<file path="config.mk">
export PLATFORM = sky130hd
export DESIGN_NAME = serial_addsub_flat
export DESIGN_NICKNAME = d
export VERILOG_FILES = /design/src/rtl/serial_addsub_if.sv /design/src/rtl/serial_addsub.sv /design/src/flat_wrapper.sv
export SDC_FILE = /design/constraint.sdc
export NUM_CORES = 1
export LEC_CHECK = 0
export CORE_MARGIN = 8
export CORE_UTILIZATION = 47
export CTS_CLUSTER_SIZE = 40
export DETAILED_ROUTE_END_ITERATION = 12
export DONT_BUFFER_PORTS = 1
export SYNTH_ARGS = -nofsm -noshare
export SYNTH_HDL_FRONTEND = slang
export SYNTH_SLANG_ARGS = --single-unit
</file>
<file path="constraint.sdc">
create_clock -name clk -period 1.97 [get_ports clk]
set_input_delay 0.197 -clock clk [delete_from_list [all_inputs] [get_ports clk]]
set_output_delay 0.197 -clock clk [all_outputs]
set_load 0.005 [all_outputs]
</file>
<file path="src/rtl/serial_addsub_if.sv">
// Request/result bundle for the bit-serial adder/subtractor.
// The master drives the operands and start; the slave returns status and result.
interface serial_addsub_if #(
  parameter int unsigned WIDTH = 16
);
  logic             start;
  logic             sub;
  logic [WIDTH-1:0] a;
  logic [WIDTH-1:0] b;
  logic             busy;
  logic             done;
  logic [WIDTH-1:0] result;
  logic             carry_out;
  logic             overflow;

  modport master (
    output start, sub, a, b,
    input  busy, done, result, carry_out, overflow
  );

  modport slave (
    input  start, sub, a, b,
    output busy, done, result, carry_out, overflow
  );
endinterface

</file>
<file path="src/rtl/serial_addsub.sv">
// Bit-serial two's-complement adder/subtractor: one full-adder slice and a carry flop,
// producing one result bit per clock, LSB first, for the CORDIC hyperbolic datapath.
module serial_addsub #(
  parameter int unsigned WIDTH = 16
) (
  input  logic           clk,
  input  logic           rst_n,
  serial_addsub_if.slave bus
);
  localparam int unsigned CW = $clog2(WIDTH);
  localparam logic [CW-1:0] LAST = CW'(WIDTH - 1);

  typedef enum logic [1:0] {
    IDLE = 2'd0,
    RUN  = 2'd1,
    DONE = 2'd2
  } state_t;

  state_t           state_q, state_d;
  logic [WIDTH-1:0] a_q, a_d;
  logic [WIDTH-1:0] b_q, b_d;
  logic [WIDTH-1:0] res_q, res_d;
  logic [CW-1:0]    cnt_q, cnt_d;
  logic             carry_q, carry_d;
  logic             cout_q, cout_d;
  logic             ovf_q, ovf_d;
  logic             s_bit;
  logic             maj;

  always_ff @(posedge clk or negedge rst_n) begin
    if (!rst_n) begin
      state_q <= IDLE;
      a_q     <= '0;
      b_q     <= '0;
      res_q   <= '0;
      cnt_q   <= '0;
      carry_q <= 1'b0;
      cout_q  <= 1'b0;
      ovf_q   <= 1'b0;
    end else begin
      state_q <= state_d;
      a_q     <= a_d;
      b_q     <= b_d;
      res_q   <= res_d;
      cnt_q   <= cnt_d;
      carry_q <= carry_d;
      cout_q  <= cout_d;
      ovf_q   <= ovf_d;
    end
  end

  always_comb begin
    state_d = state_q;
    a_d     = a_q;
    b_d     = b_q;
    res_d   = res_q;
    cnt_d   = cnt_q;
    carry_d = carry_q;
    cout_d  = cout_q;
    ovf_d   = ovf_q;
    s_bit   = a_q[0] ^ b_q[0] ^ carry_q;
    maj     = (a_q[0] & b_q[0]) | (a_q[0] & carry_q) | (b_q[0] & carry_q);

    unique case (state_q)
      IDLE, DONE: begin
        // Subtraction is a + ~b + 1: invert b once at load and seed the carry with 1.
        if (bus.start) begin
          a_d     = bus.a;
          b_d     = bus.sub ? ~bus.b : bus.b;
          carry_d = bus.sub;
          cnt_d   = '0;
          state_d = RUN;
        end else begin
          state_d = IDLE;
        end
      end
      RUN: begin
        a_d     = a_q >> 1;
        b_d     = b_q >> 1;
        carry_d = maj;
        res_d   = {s_bit, res_q[WIDTH-1:1]};
        cnt_d   = cnt_q + 1'b1;
        if (cnt_q == LAST) begin
          // carry_q here is the carry into the MSB slice; maj is the carry out of it.
          cout_d  = maj;
          ovf_d   = carry_q ^ maj;
          cnt_d   = '0;
          state_d = DONE;
        end
      end
      default: state_d = IDLE;
    endcase
  end

  assign bus.busy      = (state_q == RUN);
  assign bus.done      = (state_q == DONE);
  assign bus.result    = res_q;
  assign bus.carry_out = cout_q;
  assign bus.overflow  = ovf_q;
endmodule
</file>
<file path="src/flat_wrapper.sv">
// flat-port wrapper written by rule: the top's interface ports become plain ports
module serial_addsub_flat 
#(
  parameter int unsigned WIDTH = 16
)
  (clk, rst_n, bus_start, bus_sub, bus_a, bus_b, bus_busy, bus_done, bus_result, bus_carry_out, bus_overflow);
  serial_addsub_if #(.WIDTH(WIDTH)) bus_i ();
  input  logic clk;
  input  logic rst_n;
  input wire logic [$bits(bus_i.start)-1:0] bus_start;
  input wire logic [$bits(bus_i.sub)-1:0] bus_sub;
  input wire logic [$bits(bus_i.a)-1:0] bus_a;
  input wire logic [$bits(bus_i.b)-1:0] bus_b;
  output wire logic [$bits(bus_i.busy)-1:0] bus_busy;
  output wire logic [$bits(bus_i.done)-1:0] bus_done;
  output wire logic [$bits(bus_i.result)-1:0] bus_result;
  output wire logic [$bits(bus_i.carry_out)-1:0] bus_carry_out;
  output wire logic [$bits(bus_i.overflow)-1:0] bus_overflow;
  assign bus_i.start = bus_start;
  assign bus_i.sub = bus_sub;
  assign bus_i.a = bus_a;
  assign bus_i.b = bus_b;
  assign bus_busy = bus_i.busy;
  assign bus_done = bus_i.done;
  assign bus_result = bus_i.result;
  assign bus_carry_out = bus_i.carry_out;
  assign bus_overflow = bus_i.overflow;
  serial_addsub #(.WIDTH(WIDTH)) u_core (.clk(clk), .rst_n(rst_n), .bus(bus_i));
endmodule
</file>
==> results of run 1 <==
per-layer routing:
metal,wire [um],vias to the layer above
met1,2479,866
met3,435,8
li1,-,871
met2,2482,55
met4,91,0
met5,0,-
cells by family (layout without fill, tap and decap cells):
family          after synthesis  in the layout  synth area share (%)
xor+xnor                     17             17                 5.851
compound gates               39             39                 13.03
mux                           3              3                 1.278
simple gates                107            107                 17.75
fa+ha+maj                     2              2                 1.278
buf+inv                      20             41                 4.769
flops                        57             57                 56.05
where the power goes:
group / switching (mW) / total (mW) / internal (mW)
logic: 0.846 / 1.53 / 0.684
clock network: 0.445 / 0.919 / 0.474
registers: 0.400 / 2.11 / 1.71
total: 1.69 / 4.56 / 2.87
area by class of cell:
type                       instances  share of cell area (%)
inverter                           2                  0.2568
clock inverter                     4                  0.6849
multi-input combinational        168                   34.12
timing repair buffer              24                   8.305
clock buffer                      11                   4.837
sequential                        57                   48.80
tap                               70                   2.997
cell usage after synthesis (2+ instances only):
cell type | n | area [um2]
nand2b_1 | 2 | 12.51
xnor2_1 | 15 | 131.4
a22oi_1 | 16 | 120.1
xor2_1 | 2 | 17.52
a221o_1 | 15 | 150.1
nand2_1 | 66 | 247.7
buf_6 | 2 | 22.52
nor2b_1 | 2 | 12.51
buf_4 | 5 | 37.54
buf_2 | 10 | 50.05
mux2_1 | 2 | 22.52
a22o_1 | 4 | 35.03
nor2_1 | 15 | 56.30
nand3_1 | 19 | 95.09
dfrtp_1 | 57 | 1426
critical path: stages, from the launching register on:
cell and delay, ns:
dfrtp_1 0.37, nand2b_1 0.18, inv_2 0.20, buf_4 0.30
worst paths after layout:
path / endpoint / cells past startpoint
hold reg to reg: u_core.cnt_q[3] / 1
min in group asynchronous: u_core.bus.result[8] / 2
setup reg to reg: u_core.bus.overflow / 3
max in group asynchronous: u_core.bus.carry_out / 2
hold / removal: u_core.a_q[7] / 2
setup / recovery: bus_busy / 3
through the flow:
stage / hold slack [ns] / cell area, um2 / utilization, %
2_1_floorplan: -0.09859 / 2545 / -
3_3_place_gp: -0.09682 / 2564 / 49.56
3_5_place_dp: -0.09656 / 2564 / 49.56
4_1_cts: 0.0002131 / 2903 / 56.12
5_1_grt: 0.01902 / 2923 / 56.51
6_report: 0.02747 / 2923 / 56.51
sequential cells by signal (all words and copies together) (netlist names):
signal / count
u_core.b_q: 16
u_core.a_q: 16
u_core.cnt_q: 4
u_core.carry_q: 1
u_core.bus.result: 16
u_core.bus.carry_out: 1
u_core.bus.overflow: 1
u_core.state_q: 2
==> impl_summary.md, run 1 <==
Status
The flow ran to the end, and the final reports show no timing, DRC or antenna violations.

Final layout
0 antenna diodes ended up in the layout. The layout net count is 300. The count of fill cells added during filler insertion is approximately 470.

The post-route netlist has under 10% of its cells at a drive strength greater than 1. The area growth from synthesis to layout is 14.85%. Leaving out fill and tap cells, the most frequent cells in the layout are nand2_1 (66), dfrtp_1 (57), nand3_1 (19).

The finished layout holds approximately 340 standard cells, fillers aside. Leaving out fill and tap cells, the most frequent cell in the layout is nand2_1. The footprint of the multi-input gates is 997.2 um2. In the final layout, flip-flops and latches occupy approximately 1400 um2.

Timing
The count of endpoints failing hold in the final timing report is 0. The final setup slack of the worst path is 0.3921 ns. Clock skew on the completed layout was measured at ~0.0060 ns. Setup repair after global routing left no endpoint under its margin. The maximum clock frequency is 633.8 MHz. The number of slew-limit violations in the final report is 0. The clock period could shrink to between 1.5 and 2 ns. The final cycle utilization of the critical path is 80.10%. Setup violations remaining at the end of the flow were counted as 0. For the pin with the worst max-slew slack, the measured transition is around 0.43 ns. The worst pin sits at a relative slew slack of 71.30%.

Summed over all failing endpoints, the final setup total negative slack is 0 ns.

Synthesis
The most instantiated flip-flop cell in the synthesis netlist is dfrtp_1. The gate count after technology mapping is around 250. The register bit total from synthesis is 57. Counting flops with a built-in enable in the synthesized netlist gives 0. The number of distinct library cells after synthesis is 28. Sequential cells were found to cover a little under three fifths of the synthesized design area.

In this run the cell area of the synthesized design comes to about 2500 um2. The synthesis warning total is 0. Counting every net in the synthesized netlist gives approximately 280. The proportion of synthesized flip-flops having asynchronous set or reset is 100.0%. The mean cell area of the mapped netlist is 10.39 um2.

Routing
In this run, the number of DRC markers left after iteration 0 of detailed routing was between 80 and 90. For this run, design rule violations remaining after detail routing come to 0. The average wire length per cell after detail routing is roughly 16 um. Summed over all layers, the routed wires come to 5.488 mm. The number of vias per cell is roughly 5.4. The overall via count from detail_route is 1800. The first detailed-routing pass ran for 4 iterations.

The count of nets left with antenna violations once routing finished came out at 0.

Setup path
STA classifies the critical path endpoint as an output pin. The launching instance or port of the critical path is u_core.state_q[1]. The data required time at the worst endpoint is roughly 1.8 ns. The arrival time at the worst endpoint is ~1.4 ns.

The worst setup slack for register-to-register paths is about 0.49 ns. The maximum fanout along the worst path is 21. The worst register-to-register path begins at u_core.carry_q.

The kind of start point of the critical path is a flip-flop. The kind of critical path is reg2out.

Global route
The number of global-route vias before repair is between 1500 and 2000. The met3 usage is about 6.8%. The combined global-route utilization of all metal layers is 15.01%.

In this run the most used layer during global routing was met2. The number of antenna violations at the first check in global routing is 0. For met2 alone, demand over resource in global routing was 21.59%. The largest net degree at the start of global routing is 58.

Global routing finished with a remaining overflow of 0. Global routing consumed, on the met1 layer, a little under a fifth of the routing resources. The first global-routing pass estimated 8.866 mm of wire.

Power
Dividing total power by cell area gives a power density of 1560 nW/um2. The leakage component of the power is roughly 1.4 nW. Across the VDD grid, the largest voltage drop is approximately 0.0006 V.

Total power for the finished layout comes to 4.559 mW.

Die
The core region is ~5200 um2. The die outline area is approximately 8000 um2. The initial core utilization is about half. The vertical die dimension is 89.59 um. The number of top-level pins is between 50 and 60. The initialized floorplan defines 26 standard-cell rows. The die is 89.59 um wide.

Clock network
The tree is rooted in a clkbuf_8. The total setup buffers inserted after CTS is 0. Post-CTS repair changed the size of 0 cells. The H-tree was split into 3 levels. TritonCTS built the clock tree. The insertion delay of the later-clocked pin in the worst-skew pair is roughly 0.33 ns. The number of buffers added to fix hold violations after cts is 16. Counting along the longest clock path gives a buffer depth of 2.

The clock sink count is 57. The number of CTS-inserted buffers is 9. Clock-pin slew was measured on the worst setup and hold paths at 0.06 ns.

Flow run
The max-capacitance violation count is 0.

Worst hold path
The startpoint identified for the worst hold timing path is bus_a[7]. The path class of the tightest hold or removal check is in2reg.

Placed design
The routability-driven placement congestion ratio is 0.7235. At the placement stage, the worst setup path has a slack of around 0.5 ns. During placement, the flow inserted port buffers numbering 0. Detailed placement finished with a half-perimeter wire length of 3.526 mm. The placed cell count is 303.
Note: power is estimated with default switching activity, not from simulation.
==> run 2: changes to the inputs <==
clock period = 1.6 ns   (was 1.97 ns; I/O delays follow)
==> run 2 against run 1 <==
Sequential power is 23% higher. Count of clock-buffer cells in the layout is 2 higher. Critical path depth is 1 higher. Via count is 0.44% lower. Non-clock buffer count is 4 higher.
==> impl_summary.md, run 2 (synthesized netlist as in run 1, its figures left out) <==
Placed design
Routability-driven placement finished with a final weighted congestion of 0.7398. Once detailed placement completed, the half-perimeter wirelength came to 3.506 mm. After detailed placement, the total cell area comes to about 2600 um2. The worst slack at placement is about 0.13 ns. Once placement completed, the tool counted placed cells totaling ~310.

Buffers placed on the I/O ports in this run total 0.

Routing
The number of vias per cell is 5.255. The remaining antenna violation count is 0. The met2 wire length is 2.508 mm.

The overall via count from detail_route is 1792. The residual DRC count is 0. The first-pass iteration count of the detailed router is 4.

The number of DRC markers in iteration 0 is 89. In the final routed layout, each cell accounts on average for 15.70 um. Summed over all nets, wire length on met3 after detailed routing comes to approximately 370 um. The highest signal layer in the routed design is met4. For this block, the routed nets add up to 5.355 mm of wire. The wire length on met1 is approximately 2.4 mm.

Die
The floorplan die width is 89.59 um. After floorplanning, the core was sized to cover between 5000 and 6000 um2. The vertical die dimension is approximately 90 um. After floorplanning, the core was divided into 26 placement rows. Pin placement for this block handled 56 I/O pins. The initial core utilization is between 40% and 50%. The die outline area is between 8000 and 9000 um2.

Global route
The first-pass GRT wire length is ~8.9 mm. The number of global-route vias before repair is between 1500 and 2000. The largest net degree at the start of global routing is 58. The final global-route overflow total is 0. The number of antenna violations at the first check in global routing is 0. The combined global-route utilization of all metal layers is between 10% and 20%.

Final layout
After the last flow step, the layout net total stands at between 300 and 400. Once layout is complete, the cells apart from fillers number ~340. The number of antenna diodes in the final layout is 0.

The library cells used most frequently in the layout, excluding fill and tap cells, are nand2_1 (66), dfrtp_1 (57), nand3_1 (19). After filler insertion, the fill cell instance count of the layout stands at roughly 450. Leaving out fill and tap cells, the most frequent cell in the layout is nand2_1. The proportion of layout cells with a drive suffix above 1 is a little over a tenth.

The area added between synthesis and finish is 17.80%. The finished cells cover ~3000 um2.

Setup path
The sort of element at the end of the critical path is an output pin. The critical path goes through nand2b_2 -> inv_4 -> buf_12 -> buf_4. For the worst setup path, the data required time is about 1.4 ns. Along the worst path, the maximum fanout reaches 12. The kind of critical path is reg2out.

The delay of the slowest critical-path stage is around 0.37 ns. For the worst setup path, the data arrival time is around 1.3 ns. The slowest stage of the critical path belongs to the cell dfrtp_1. The kind of start point of the critical path is a flip-flop.

Timing
Setup violations remaining at the end of the flow were counted as 0. The minimum period implied by the final worst setup slack is 1.484 ns. The worst path uses between 90% and 100% of the clock period.

The aggregate negative setup slack is 0 ns. The number of slew-limit violations in the final report came to 0. Setup repair after global routing left no endpoint under its margin. The pin slew with the least headroom to its limit is between 0.4 and 0.5 ns.

The count of endpoints failing hold in the final timing report is 0. Setup slack on the critical path of the routed design comes to ~0.12 ns. The hold slack is 0.08769 ns.

The maximum clock frequency is ~670 MHz. The maximum clock skew at final layout is between 0.006 and 0.007 ns. The tightest slew margin relative to the limit is between 70% and 80%.

Clock network
CTS built an H-tree with a depth of 3. The root buffer cell is clkbuf_8. Buffers inserted during clock tree synthesis total 9. The maximum buffer depth of the clock tree is 2. The TritonCTS clock tree is yes. The clock sink count is 57. The later pin in the worst-skew pair is clocked with a latency of between 0.3 and 0.4 ns. After clock tree synthesis, the clock-pin slew on the worst setup and hold paths is ~0.06 ns.

Flow run
The tool flagged a number of max-cap violations equal to 0.

Worst hold path
The worst hold path belongs to the class in2reg.

Power
The worst IR drop on VDD is 0.0007302 V. The analysis attributes to cell leakage a power of 1.419 nW. The cell area power density is 1921 nW/um2.

Status
The flow ran to the end, and the final reports show no timing, DRC or antenna violations.
[run 2: changes by cell type in the layout (fill, tap and decap cells not counted), sizes merged]
cell,previous run,this run
clkinv,4,3
clkbuf,11,13
buf,7,10
dlygate4sd3,17,18
[run 2: repair_timing]
action | 4_1_cts | 5_1_grt
pin swaps | 0 | 1
setup endpoints to repair | 1 | 18
hold buffers | 19 | 0
gates resized for setup | 1 | 1
setup buffers | 1 | 0
hold endpoints to repair | 74 | 0
[run 2: per-layer routing]
| metal | vias to the layer above | GRT usage (%) |
|---|---|---|
| li1 | 884 | - |
| met3 | 8 | 5.005 |
| met1 | 853 | 17.40 |
| met4 | 0 | 7.704 |
| met5 | - | 0 |
| met2 | 47 | 22.93 |
[run 2: through the flow]
step	power, mW	util [%]
4_1_cts	5.840	57.91
3_5_place_dp	4.551	50.34
5_1_grt	6.247	57.96
2_1_floorplan	4.044	-
6_report	5.760	57.96
3_3_place_gp	4.476	50.34
[run 2: critical path: cells and delay by family (launching register included)]
| family | cells | cell delay [ns] |
|---|---|---|
| AND/OR/NAND/NOR | 1 | 0.24 |
| buffers and inverters | 3 | 0.39 |
| flip-flops | 1 | 0.37 |
[run 2: worst paths after layout]
| kind | from | endpoint | slack, ns | cells past startpoint |
|---|---|---|---|---|
| setup / recovery | u_core.state_q[1] | bus_busy | 0.12 | 4 |
| hold / removal | bus_b[14] | u_core.b_q[14] | 0.09 | 3 |
| setup reg to reg | u_core.carry_q | u_core.bus.overflow | 0.13 | 3 |
| hold reg to reg | u_core.cnt_q[3] | u_core.cnt_q[3] | 0.49 | 1 |
| max in group asynchronous | rst_n | u_core.bus.result[3] | 0.99 | 2 |
| min in group asynchronous | rst_n | u_core.bus.result[15] | 0.35 | 2 |
[run 2: cell type report]
cell class / instances / area, um2 / area share (%)
sequential: 57 / 1426 / 47.58
clock inverter: 3 / 15.01 / 0.5008
timing repair buffer: 28 / 300.3 / 10.02
tap: 70 / 87.58 / 2.922
multi-input combinational: 168 / 999.7 / 33.35
inverter: 2 / 10.01 / 0.3339
clock buffer: 13 / 158.9 / 5.300
[run 2: power by group]
part / leakage [nW] / internal, mW / switching (mW)
registers: 0.722 / 2.11 / 0.498
logic: 0.604 / 0.939 / 1.05
clock network: 0.0932 / 0.639 / 0.529
